**src/rtl/poly_note_player.sv**
```systemverilog
// Polyphonic saw-wave note player: per-voice IDLE/PLAY/DONE sequencers driven by beat
// ticks, phase accumulators advanced on sample ticks, and a registered signed mix.
module poly_note_player #(
   parameter int VOICES   = 4,
   parameter int K_W      = 20,
   parameter int ACC_W    = 22,
   parameter int DUR_W    = 6,
   parameter int SAMPLE_W = 16,
   localparam int VSEL_W  = (VOICES > 1) ? $clog2(VOICES) : 1,
   localparam int MIX_W   = SAMPLE_W + VSEL_W
) (
   input  logic                    clk,
   input  logic                    reset,
   input  logic                    play_enable,
   input  logic                    load_new_note,
   input  logic [VSEL_W-1:0]       voice_sel,
   input  logic [K_W-1:0]          k_to_load,
   input  logic [DUR_W-1:0]        duration_to_load,
   input  logic                    beat,
   input  logic                    sampling_pulse,
   output logic [VOICES-1:0]       note_done,
   output logic [VOICES-1:0]       voice_active,
   output logic signed [MIX_W-1:0] sample,
   output logic                    sample_ready
);

   localparam logic [1:0] ST_IDLE = 2'd0;
   localparam logic [1:0] ST_PLAY = 2'd1;
   localparam logic [1:0] ST_DONE = 2'd2;

   localparam logic [SAMPLE_W-1:0] SAW_MSB = SAMPLE_W'(1) << (SAMPLE_W - 1);

   logic signed [SAMPLE_W-1:0] saw_term [VOICES];

   genvar gi;
   generate
      for (gi = 0; gi < VOICES; gi++) begin : g_voice
         logic [1:0]       state_reg, state_next;
         logic [K_W-1:0]   k_reg, k_next;
         logic [DUR_W-1:0] dur_reg, dur_next;
         logic [DUR_W-1:0] count_reg, count_next;
         logic [ACC_W-1:0] phase_reg, phase_next;
         logic [ACC_W-1:0] phase_upd;
         logic [ACC_W-1:0] mix_phase;
         logic [DUR_W:0]   count_inc;
         logic [SAMPLE_W-1:0] saw_raw;
         logic             load_hit;

         // Out-of-range voice_sel values never match any voice, so such loads are dropped.
         assign load_hit  = load_new_note && play_enable && (voice_sel == VSEL_W'(gi));
         assign phase_upd = sampling_pulse ? phase_reg + ACC_W'(k_reg) : phase_reg;
         assign count_inc = {1'b0, count_reg} + (DUR_W + 1)'(1);

         always_comb begin
            state_next = state_reg;
            k_next     = k_reg;
            dur_next   = dur_reg;
            count_next = count_reg;
            phase_next = phase_reg;
            if (!play_enable) begin
               state_next = ST_IDLE;
               count_next = '0;
               phase_next = '0;
            end else if (load_hit) begin
               state_next = ST_PLAY;
               k_next     = k_to_load;
               dur_next   = duration_to_load;
               count_next = '0;
               phase_next = '0;
            end else begin
               case (state_reg)
                  ST_PLAY: begin
                     phase_next = phase_upd;
                     // dur of 0 ends after the first beat, same as dur of 1.
                     if (beat) begin
                        if (count_inc >= {1'b0, dur_reg}) begin
                           state_next = ST_DONE;
                           count_next = '0;
                           phase_next = '0;
                        end else begin
                           count_next = count_inc[DUR_W-1:0];
                        end
                     end
                  end
                  default: begin
                     state_next = ST_IDLE;
                     count_next = '0;
                     phase_next = '0;
                  end
               endcase
            end
         end

         always_ff @(posedge clk) begin
            if (reset) begin
               state_reg <= ST_IDLE;
               k_reg     <= '0;
               dur_reg   <= '0;
               count_reg <= '0;
               phase_reg <= '0;
            end else begin
               state_reg <= state_next;
               k_reg     <= k_next;
               dur_reg   <= dur_next;
               count_reg <= count_next;
               phase_reg <= phase_next;
            end
         end

         // A voice being (re)loaded this cycle contributes with phase 0, not advanced.
         assign mix_phase = load_hit ? '0 : phase_upd;
         assign saw_raw   = SAMPLE_W'(mix_phase >> (ACC_W - SAMPLE_W));
         assign saw_term[gi] = (state_reg == ST_PLAY) ? signed'(saw_raw ^ SAW_MSB) : '0;

         assign voice_active[gi] = (state_reg == ST_PLAY);
         assign note_done[gi]    = (state_reg == ST_DONE);
      end
   endgenerate

   logic signed [MIX_W-1:0] mix_sum;

   always_comb begin
      mix_sum = '0;
      for (int v = 0; v < VOICES; v++) begin
         mix_sum = mix_sum + MIX_W'(saw_term[v]);
      end
   end

   logic signed [MIX_W-1:0] sample_reg;
   logic                    sample_ready_reg;

   always_ff @(posedge clk) begin
      if (reset || !play_enable) begin
         sample_reg       <= '0;
         sample_ready_reg <= 1'b0;
      end else begin
         sample_ready_reg <= sampling_pulse;
         if (sampling_pulse) begin
            sample_reg <= mix_sum;
         end
      end
   end

   assign sample       = sample_reg;
   assign sample_ready = sample_ready_reg;

endmodule
```
**config.mk**
```make
export PLATFORM = sky130hd
export DESIGN_NAME = poly_note_player
export DESIGN_NICKNAME = d
export VERILOG_FILES = /design/src/rtl/poly_note_player.sv
export SDC_FILE = /design/constraint.sdc
export NUM_CORES = 1
export LEC_CHECK = 0
export BUFFER_PORTS_ARGS = -buffer_cell sky130_fd_sc_hd__buf_4
export CORE_MARGIN = 4
export CORE_UTILIZATION = 57
export CTS_CLUSTER_DIAMETER = 150
export DETAILED_ROUTE_END_ITERATION = 10
export PLACE_DENSITY = 0.77
export SETUP_SLACK_MARGIN = 0.5
export SLEW_MARGIN = 40
export SYNTH_ARGS = -nofsm -noshare
export SYNTH_HDL_FRONTEND = slang
export SYNTH_SLANG_ARGS = --single-unit
```
**constraint.sdc**
```tcl
create_clock -name clk -period 5 [get_ports clk]
set_input_delay 0.75 -clock clk [delete_from_list [all_inputs] [get_ports clk]]
set_output_delay 0.75 -clock clk [all_outputs]
set_load 0.01 [all_outputs]
```
==> run_results.csv, run 1 <==
group,metric,value,unit
outcome,status,"finished clean",
placed_design,io_buffers,60,
worst_setup_path,end_kind,"flop",
placed_design,gp_congestion,0.9877,
floorplan,die_h,175.3,um
job,cap_violations,0,
route,detail-route-antenna-nets,0,
timing,rsz0062_at_grt,"true",
layout,diodes,0,
yosys,synthFlopType,"dfxtp_1",
timing,worstMarginPinSlew,0.7789,ns
layout,largest_reg_flops,88,
worst_setup_path,critPathKind,"reg -> reg",
timing,holdWs,0.4546,ns
clock_network,root_buffer,"clkbuf_16",
floorplan,dieWidth,175.3,um
layout,syn_to_final_growth,17.63,%
layout,final_cell_mix,"349 x nand2_1, 237 x dfxtp_1, 219 x a21oi_1",
clock_network,clock_latency,0.57,ns
placed_design,hpwl,35.31,mm
worst_setup_path,crit_buf_inv,6,
grt,grt_max_degree,62,
yosys,synth_area,15940,um2
floorplan,dieArea,30710,um2
yosys,yosys_warnings,0,
route,post_drt_wl_per_cell,19.20,um
pwr,p_int,3.277,mW
clock_network,clk_path_buf_depth,3,
pwr,vdd_drop_max,0.2617,mV
grt,overflow,0,
worst_setup_path,path_delay_family,"adder cells",
pwr,p_leak,7.683,nW
pwr,pwr_density_cell,230.7,nW/um2
grt,grt_pass1_vias,14456,
timing,slew_viol_final,0,
timing,setup_viol,0,
yosys,ys_ff_latch,243,
layout,fillerInstances,2241,
clock_network,cts.sinks,243,
pwr,combPwrFrac,0.065,
clock_network,htreeDepth,1,
yosys,yosysSeqAreaShare,0.3051,
route,drt_iter0_drc,1325,
grt,gr-usage-all-layers,0.3030,
worst_setup_path,crit_chain,"ha_1, o211ai_1, nor3_2, buf_4, nand4_1, o211ai_1, buf_4, buf_4, buf_4, nor3_1, a21oi_1, a21oi_1, fa_1, inv_1, fa_1, inv_1, ha_1, nand4_1, nor2_2, a211oi_2, o31a_1, mux2i_1, o31ai_1, a21oi_1",
worst_setup_path,slowest_stage,"fa_1",
floorplan,initial_utilization,0.5851,
pwr,p_sw,1.050,mW
yosys,async_flop_share,0,
layout,final_common_cell,"nand2_1",
timing,period_minus_slack,4.977,ns
floorplan,rows,60,
grt,antenna_found_initial,0,
clock_network,clkTransAtPathRegs,0.06,ns
clock_network,cts.hold.buffers_added,0,
worst_setup_path,critPathArrivalTime,5.40,ns
floorplan,design.core.area,27250,um2
route,vias_per_cell,6.025,
yosys,syn_area_per_cell,7.816,um2
clock_network,numCtsBuffers,28,
floorplan,pin_count,61,
timing,hold_violations,0,
timing,tns,0,ns
hold_path,hold_path.class,"reg -> reg",
grt,grt_pass1_wl,75.88,mm
clock_network,tritoncts,"yes",
timing,max_freq,0.2009,GHz
yosys,yosys.cell_types.count,89,
route,dr.pass1.iters,6,
pwr,netSwitchingFraction,0.2427,
yosys,syn_inst,2040,
route,drc,0,
worst_setup_path,start_kind,"flop",
worst_setup_path,cpPeakStageDelay,0.52,ns
yosys,syn-num-nets,2236,
pwr,p_seq_frac,0.455,
route,drt_wl_total,48.32,mm
layout,layout.nets,2323,
worst_setup_path,worst_ep_required_time,5.42,ns
route,dr_total_vias,15158,
timing,finClkSkew,0.03404,ns
worst_setup_path,critPathMaxFanout,4,
yosys,synth_edf_count,0,
timing,relSlewSlack,0.4795,
worst_setup_path,cp_common_cell,"buf_4",
layout,drive_above_1_share,0.1539,
pwr,clkPwrFrac,0.480,
timing,period_share,0.9954,
## stage by stage
step	std cells	cell area, um2	util	worst slack, ns	power, mW
floorplan	2040	16140	-	0.4489	2.166
global placement	2427	17100	0.6276	0.04422	2.276
detailed placement	2427	17100	0.6276	-0.02651	2.280
CTS	2495	18320	0.6721	0.04017	4.342
global route	2516	18760	0.6882	-0.1628	4.450
finish	2516	18760	0.6882	0.02313	4.327
## tightest hold or removal path: stages, from the launching register on
cell and delay (ns):
dfxtp_1 0.31, nand2_1 0.05, a21oi_1 0.05
## layer usage
metal	GRT usage	vias up	wire length, um
met2	0.5046	566	22450
met4	0.1165	0	2031
met5	0	-	0
li1	-	7263	-
met1	0.4022	7207	20630
met3	0.04046	122	3208
## cell families after synthesis
logic type               after synthesis  synth area share
XOR/XNOR                              82           0.04504
AND/OR/NAND/NOR                      762            0.2099
AO/OA/AOI/OAI                        536            0.2109
flip-flops                           243            0.3051
multiplexers                          59           0.03751
adder cells (fa/ha/maj)              162            0.1445
buffers and inverters                196           0.04701
## Yosys cell counts (6+ instances only)
library cell,n,share of area
nand2_1,353,0.083
dfxtp_1,243,0.31
a21oi_1,230,0.072
nor2_1,202,0.048
ha_1,125,0.098
inv_1,96,0.023
clkbuf_1,84,0.020
o21ai_0,76,0.024
mux2i_1,53,0.033
nand3_1,50,0.016
xnor2_1,47,0.026
fa_1,37,0.046
xor2_1,35,0.019
a21o_1,34,0.016
nor2b_1,33,0.013
a211oi_1,31,0.015
o21a_1,27,0.013
nor3_1,26,0.0082
nand2b_1,20,0.0078
a31oi_1,19,0.0075
nand4_1,18,0.0071
and3_1,16,0.0063
o211ai_1,13,0.0061
o21bai_1,13,0.0061
buf_2,10,0.0031
o21ai_1,9,0.0028
or3_1,9,0.0035
a211o_1,8,0.0044
o22ai_1,8,0.0031
and2_1,7,0.0027
o31a_1,7,0.0038
mux2_2,6,0.0042
## layout make-up
cell class / instances / area, um2 / area share
repair buffers: 156 / 1216 / 0.06484
flip-flops and latches: 243 / 4872 / 0.2598
inverters: 97 / 366.6 / 0.01955
clock inverters: 10 / 127.6 / 0.006805
multi-input cells: 1601 / 10900 / 0.5813
clock buffers: 37 / 804.5 / 0.04290
well taps: 372 / 465.4 / 0.02482
## power by group through the flow
| stage | sequential [mW] | combinational, mW | clock [mW] |
|---|---|---|---|
| floorplan | 2.01 | 0.159 | 0 |
| global placement | 2.01 | 0.266 | 0 |
| detailed placement | 2.01 | 0.270 | 0 |
| CTS | 1.97 | 0.274 | 2.10 |
| global route | 1.97 | 0.302 | 2.18 |
| finish | 1.97 | 0.282 | 2.08 |
## final timing paths
check / startpoint / to / slack, ns / cells after the start
hold / removal: g_voice[0].dur_reg[1] / g_voice[0].dur_reg[1] / 0.45 / 2
hold reg to reg: g_voice[0].dur_reg[1] / g_voice[0].dur_reg[1] / 0.45 / 2
setup / recovery: g_voice[1].k_reg[6] / sample[14] / 0.02 / 24
setup reg to reg: g_voice[1].k_reg[6] / sample[14] / 0.02 / 24
## timing repair
item,CTS,global route
gates cloned,0,0
gates resized for setup,31,59
setup endpoints to repair,13,15
buffers inserted,21,21
pin swaps,42,50
No activity file was read; power rests on OpenSTA's default activity.
==> run 2: changes to the inputs <==
--- a/config.mk
+++ b/config.mk
@@ -10,6 +10,7 @@
 export CORE_UTILIZATION = 57
 export CTS_CLUSTER_DIAMETER = 150
 export DETAILED_ROUTE_END_ITERATION = 10
+export GPL_TIMING_DRIVEN = 0
 export PLACE_DENSITY = 0.77
 export SETUP_SLACK_MARGIN = 0.5
 export SLEW_MARGIN = 40
==> run 2 against run 1 <==
- largest power group unchanged
- via count is 5.3% higher
- sequential power hardly changed
- the flow now finishes with violations (setup timing)
- wire length is 15% higher
- critical path depth is 4 lower
- setup slack worse by 0.089 ns
- count of clock-buffer cells in the layout is 3 lower
- final cell count is 2.2% higher
- register-to-register slack worse by 0.03 ns
==> run_results.csv, run 2 (synthesis gave the netlist of run 1 again) <==
group,metric,value,unit
grt,top_usage_layer,"met2",
grt,grt_pass1_wl,83.54,mm
placed_design,io_buffers,58,
worst_setup_path,r2r_cells,20,
timing,holdWs,0.4558,ns
route,vias_per_cell,6.206,
layout,syn_to_final_growth,19.41,%
grt,grtUsageMet3,0.06027,
floorplan,dieArea,30710,um2
timing,relSlewSlack,0.3001,
worst_setup_path,ff2ff_setup_slack,-0.01,ns
timing,max_freq,0.1974,GHz
layout,ff_latch_area,4878,um2
worst_setup_path,end_kind,"flop",
floorplan,initial_utilization,0.5851,
placed_design,hpwl,39.89,mm
route,dr_total_vias,15962,
placed_design,gp_congestion,1.003,
layout,largest_reg_flops,88,
floorplan,die_h,175.3,um
worst_setup_path,critPathArrivalTime,5.51,ns
worst_setup_path,start_kind,"input pin",
route,drc,0,
clock_network,clk_path_buf_depth,3,
pwr,vdd_drop_max,0.2505,mV
worst_setup_path,critPathKind,"in -> reg",
layout,drive_above_1_share,0.1555,
floorplan,dieWidth,175.3,um
timing,period_share,1.013,
timing,period_minus_slack,5.066,ns
clock_network,root_buffer,"clkbuf_16",
layout,final_cell_mix,"349 x nand2_1, 234 x dfxtp_1, 218 x a21oi_1",
worst_setup_path,critPathMaxFanout,10,
clock_network,cts.hold.buffers_added,0,
layout,final_common_cell,"nand2_1",
outcome,status,"complete, but fails checks",
grt,antenna_found_initial,1,
floorplan,pin_count,61,
worst_setup_path,r2r-end,"sample[15]",
grt,met2_usage,0.5474,
route,drt_wl_total,55.35,mm
clock_network,clkTransAtPathRegs,0.07,ns
worst_setup_path,cp-endpoint,"sample[16]",
job,cap_violations,0,
layout,layout.nets,2374,
clock_network,cts.sinks,243,
placed_design,post_dp_cell_area,17080,um2
route,post_drt_wl_per_cell,21.52,um
pwr,p_leak,7.662,nW
outcome,violations,"setup timing",
layout,diodes,0,
timing,slew_viol_final,0,
clock_network,clock_latency,0.57,ns
timing,finClkSkew,0.01448,ns
timing,setup_ws,-0.06631,ns
grt,grt_max_degree,15,
timing,setup_viol,4,
placed_design,dp_slack,-0.7531,ns
layout,fin_area,19040,um2
grt,grt_use_met1,0.4531,
floorplan,rows,60,
pwr,pwr_density_cell,235.2,nW/um2
layout,multi_input_area,11080,um2
timing,worstMarginPinSlew,1.050,ns
route,dr.pass1.iters,6,
clock_network,tritoncts,"yes",
worst_setup_path,worst_ep_required_time,5.44,ns
worst_setup_path,startpoint,"sampling_pulse",
hold_path,hold_path.class,"reg -> reg",
clock_network,htreeDepth,1,
grt,grt_pass1_vias,15100,
floorplan,design.core.area,27250,um2
clock_network,numCtsBuffers,28,
timing,rsz0062_at_grt,"true",
grt,overflow,0,
timing,hold_violations,0,
route,detail-route-antenna-nets,0,
worst_setup_path,r2r-start,"g_voice[2].k_reg[0]",
route,drt_iter0_drc,1818,
grt,gr-usage-all-layers,0.3437,
layout,fillerInstances,2163,
[run 2: cell types whose count changed in the layout (fill, tap and decap cells not counted), moves of 5 or more]
cell and delta:
buf_4 -46, buf_2 +14, clkbuf_1 +68, ha_1 -5, ha_4 +7, clkbuf_2 +13
[run 2: metrics by stage]
stage / instances / utilization / TNS, ns / power, mW
after detailed placement: 2472 / 0.6268 / -5.447 / 2.307
final: 2572 / 0.6986 / -0.1398 / 4.478
after global routing: 2572 / 0.6986 / -1.140 / 4.593
after CTS: 2560 / 0.6830 / -0.07209 / 4.469
after global placement: 2470 / 0.6254 / -11.32 / 2.299
after floorplan: 2040 / - / 0 / 2.166
[run 2: routing by layer]
layer,vias up,share of wire
met3,190,0.10
met4,2,0.061
li1,7390,-
met1,7508,0.39
met5,-,0.00036
met2,872,0.44
[run 2: power by group]
group          total [mW]  switching [mW]  leakage (nW)  internal (mW)
sequential           1.97          0.0138          1.97           1.95
combinational       0.319           0.226          5.22         0.0939
clock                2.19           0.893         0.480           1.30
[run 2: worst min-delay path by stage]
stage,start,endpoint,slack [ns],cells past startpoint
after CTS,duration_to_load[0],g_voice[3].dur_reg[0],0.45,3
final,g_voice[3].dur_reg[2],g_voice[3].dur_reg[2],0.46,2
after floorplan,g_voice[0].dur_reg[1],g_voice[0].dur_reg[1],0.44,2
after global routing,duration_to_load[3],g_voice[2].dur_reg[3],0.47,3
after detailed placement,g_voice[2].dur_reg[1],g_voice[2].dur_reg[1],0.45,2
after global placement,sample[15],sample[15],0.44,2
[run 2: area by class of cell]
type | count | area share
multi-input combinational | 1601 | 0.5821
sequential | 243 | 0.2562
timing repair buffer | 108 | 0.04351
clock buffer | 34 | 0.04009
tap | 372 | 0.02445
buffer | 99 | 0.02307
inverter | 97 | 0.01912
clock inverter | 18 | 0.01137
[run 2: critical path: stages]
cell and delay [ns]:
buf_4 0.11, clkbuf_1 0.66, clkbuf_1 0.85, nand2_1 0.16
nor2_1 0.15, mux2i_1 0.09, o21ai_1 0.16, fa_1 0.48
inv_1 0.10, fa_1 0.41, inv_1 0.10, ha_4 0.22
a21o_1 0.18, a21o_1 0.19, a211oi_2 0.21, o31a_1 0.25
buf_4 0.15, o21ai_2 0.05, xnor2_1 0.14, o21ai_0 0.08
[run 2: repair_timing]
action / 4_1_cts / 5_1_grt
gates resized for setup: 68 / 76
gates cloned: 0 / 0
setup buffers: 36 / 12
pin swaps: 43 / 47
endpoints found under the setup margin: 13 / 15
==> run 3: changes to the inputs <==
--- a/config.mk
+++ b/config.mk
@@ -12,6 +12,7 @@
 export DETAILED_ROUTE_END_ITERATION = 10
 export GPL_TIMING_DRIVEN = 0
 export PLACE_DENSITY = 0.77
+export RECOVER_POWER = 100
 export SETUP_SLACK_MARGIN = 0.5
 export SLEW_MARGIN = 40
 export SYNTH_ARGS = -nofsm -noshare
==> run 3 against run 2 <==
- the flow still finishes with violations (setup timing)
- sequential power about the same
- utilization fell by 0.45 points
- final cell count stayed put
- via count fell by 0.55%
- non-clock buffer count did not move
- hold slack got worse by 0.00066 ns
- total power is essentially flat
- global-route usage did not move
- largest cell class unchanged
- largest power group unchanged
==> run_results.csv, run 3 (synthesis gave the netlist of run 1 again) <==
group,metric,value,unit
outcome,status,"complete, but fails checks",
outcome,violations,"setup timing",
clock_network,htreeDepth,1,
layout,final_common_cell,"nand2_1",
worst_setup_path,slowest_stage,"clkbuf_1",
worst_setup_path,r2r-start,"g_voice[2].k_reg[0]",
worst_setup_path,worst_ep_required_time,5.44,ns
grt,grt_pass1_wl,83.54,mm
timing,slew_viol_final,0,
floorplan,die_h,175.3,um
route,post_drt_wl_per_cell,21.54,um
clock_network,numCtsBuffers,28,
placed_design,post_dp_cell_area,17080,um2
layout,stdcell_count,2572,
floorplan,dieArea,30710,um2
route,detail-route-antenna-nets,0,
timing,tns,-0.2251,ns
clock_network,clk_path_buf_depth,3,
placed_design,dp_slack,-0.7531,ns
floorplan,initial_utilization,0.5851,
placed_design,hpwl,39.89,mm
layout,largest_reg_flops,88,
timing,finClkSkew,0.01657,ns
timing,period_share,1.018,
timing,hold_violations,0,
hold_path,hold_start,"g_voice[3].dur_reg[2]",
worst_setup_path,crit_chain,"buf_4, clkbuf_1, clkbuf_1, nand2_1, nor2_1, mux2i_1, o21ai_1, fa_1, inv_1, fa_1, inv_1, ha_4, a21o_1, a21o_1, a211oi_2, o31a_1, buf_4, o21ai_2, xnor2_1, o21ai_0",
pwr,combPwrFrac,0.071,
hold_path,hold_end,"g_voice[3].dur_reg[2]",
timing,holdWs,0.4551,ns
hold_path,hold_path.class,"reg -> reg",
placed_design,place_inst,2472,
timing,setup_viol,4,
layout,syn_to_final_growth,18.64,%
clock_network,clock_latency,0.57,ns
clock_network,cts.sinks,243,
pwr,vdd_drop_max,0.2499,mV
grt,grt_pass1_vias,15100,
worst_setup_path,crit_buf_inv,6,
timing,period_minus_slack,5.089,ns
hold_path,whs_path_depth,2,
worst_setup_path,cpPeakStageDelay,0.87,ns
worst_setup_path,critPathArrivalTime,5.53,ns
layout,diodes,0,
timing,max_freq,0.1965,GHz
worst_setup_path,start_kind,"input pin",
route,dr.pass1.iters,6,
worst_setup_path,r2r_cells,20,
pwr,pwr_density_cell,236.7,nW/um2
floorplan,pin_count,61,
pwr,netSwitchingFraction,0.2531,
route,vias_per_cell,6.172,
worst_setup_path,critPathMaxFanout,10,
worst_setup_path,r2r-end,"sample[15]",
job,cap_violations,0,
floorplan,rows,60,
timing,worstMarginPinSlew,1.394,ns
grt,overflow,0,
pwr,p_leak,7.535,nW
pwr,p_sw,1.133,mW
floorplan,design.core.area,27250,um2
route,dr_total_vias,15874,
pwr,total_power,4.477,mW
clock_network,tritoncts,"yes",
pwr,p_seq_frac,0.440,
route,drt_wl_total,55.40,mm
layout,final_cell_mix,"349 x nand2_1, 234 x dfxtp_1, 218 x a21oi_1",
worst_setup_path,end_kind,"flop",
layout,layout.nets,2374,
worst_setup_path,path_delay_family,"buffers and inverters",
timing,relSlewSlack,0.06346,
route,drt_iter0_drc,1811,
placed_design,gp_congestion,1.003,
clock_network,root_buffer,"clkbuf_16",
layout,drive_above_1_share,0.1395,
clock_network,clkTransAtPathRegs,0.07,ns
pwr,clkPwrFrac,0.489,
grt,antenna_found_initial,1,
worst_setup_path,ff2ff_setup_slack,0,ns
grt,grt_max_degree,15,
placed_design,io_buffers,58,
route,drc,0,
pwr,p_int,3.344,mW
floorplan,dieWidth,175.3,um
layout,fin_area,18920,um2
worst_setup_path,critPathKind,"in -> reg",
layout,fin_util,0.6941,
timing,rsz0062_at_grt,"true",
grt,gr-usage-all-layers,0.3437,
timing,setup_ws,-0.08937,ns
clock_network,cts.hold.buffers_added,0,
-- run 3: layout make-up --
| cell class | instances | area (um2) |
|---|---|---|
| Inverter | 97 | 364.1 |
| Clock inverter | 18 | 216.5 |
| Multi-Input combinational cell | 1601 | 11070 |
| Fill cell | 2194 | 8335 |
| Sequential cell | 243 | 4878 |
| Buffer | 99 | 435.4 |
| Tap cell | 372 | 465.4 |
| Clock buffer | 34 | 763.2 |
| Timing Repair Buffer | 108 | 721.9 |
-- run 3: worst max-delay path by stage --
stage | slack (ns) | start | depth (start not counted) | endpoint
after floorplan | 0.45 | g_voice[2].k_reg[8] | 20 | sample[14]
after detailed placement | -0.75 | sampling_pulse | 19 | sample[14]
after CTS | -0.05 | g_voice[2].k_reg[0] | 20 | sample[17]
final | -0.09 | sampling_pulse | 20 | sample[16]
after global routing | -0.19 | g_voice[2].k_reg[11] | 18 | sample[17]
after global placement | -1.23 | sampling_pulse | 17 | sample[14]
-- run 3: layer usage --
metal	track usage	vias up	share of wire
li1	-	7394	-
met1	0.4531	7442	0.40
met2	0.5474	846	0.44
met3	0.06027	190	0.10
met4	0.1679	2	0.061
met5	0	-	0.00036
-- run 3: timing repair --
item | in CTS | in global routing
cloned | 0 | 0
setup endpoints to repair | 13 | 15
resized for setup | 68 | 76
pin swaps | 43 | 47
setup buffers | 36 | 12
-- run 3: power by group through the flow --
stage	combinational [mW]	clock, mW	sequential, mW
after global routing	0.330	2.29	1.97
after CTS	0.302	2.20	1.97
after detailed placement	0.296	0	2.01
after floorplan	0.159	0	2.01
after global placement	0.289	0	2.01
final	0.317	2.19	1.97
-- run 3: worst reg2reg max path: cells and delay by family (launching register included) --
kind	cells	cell delay, ns
fa+ha+maj	5	1.77
flops	1	0.36
simple gates	3	0.63
xor+xnor	1	0.19
buf+inv	1	0.05
compound gates	10	1.87
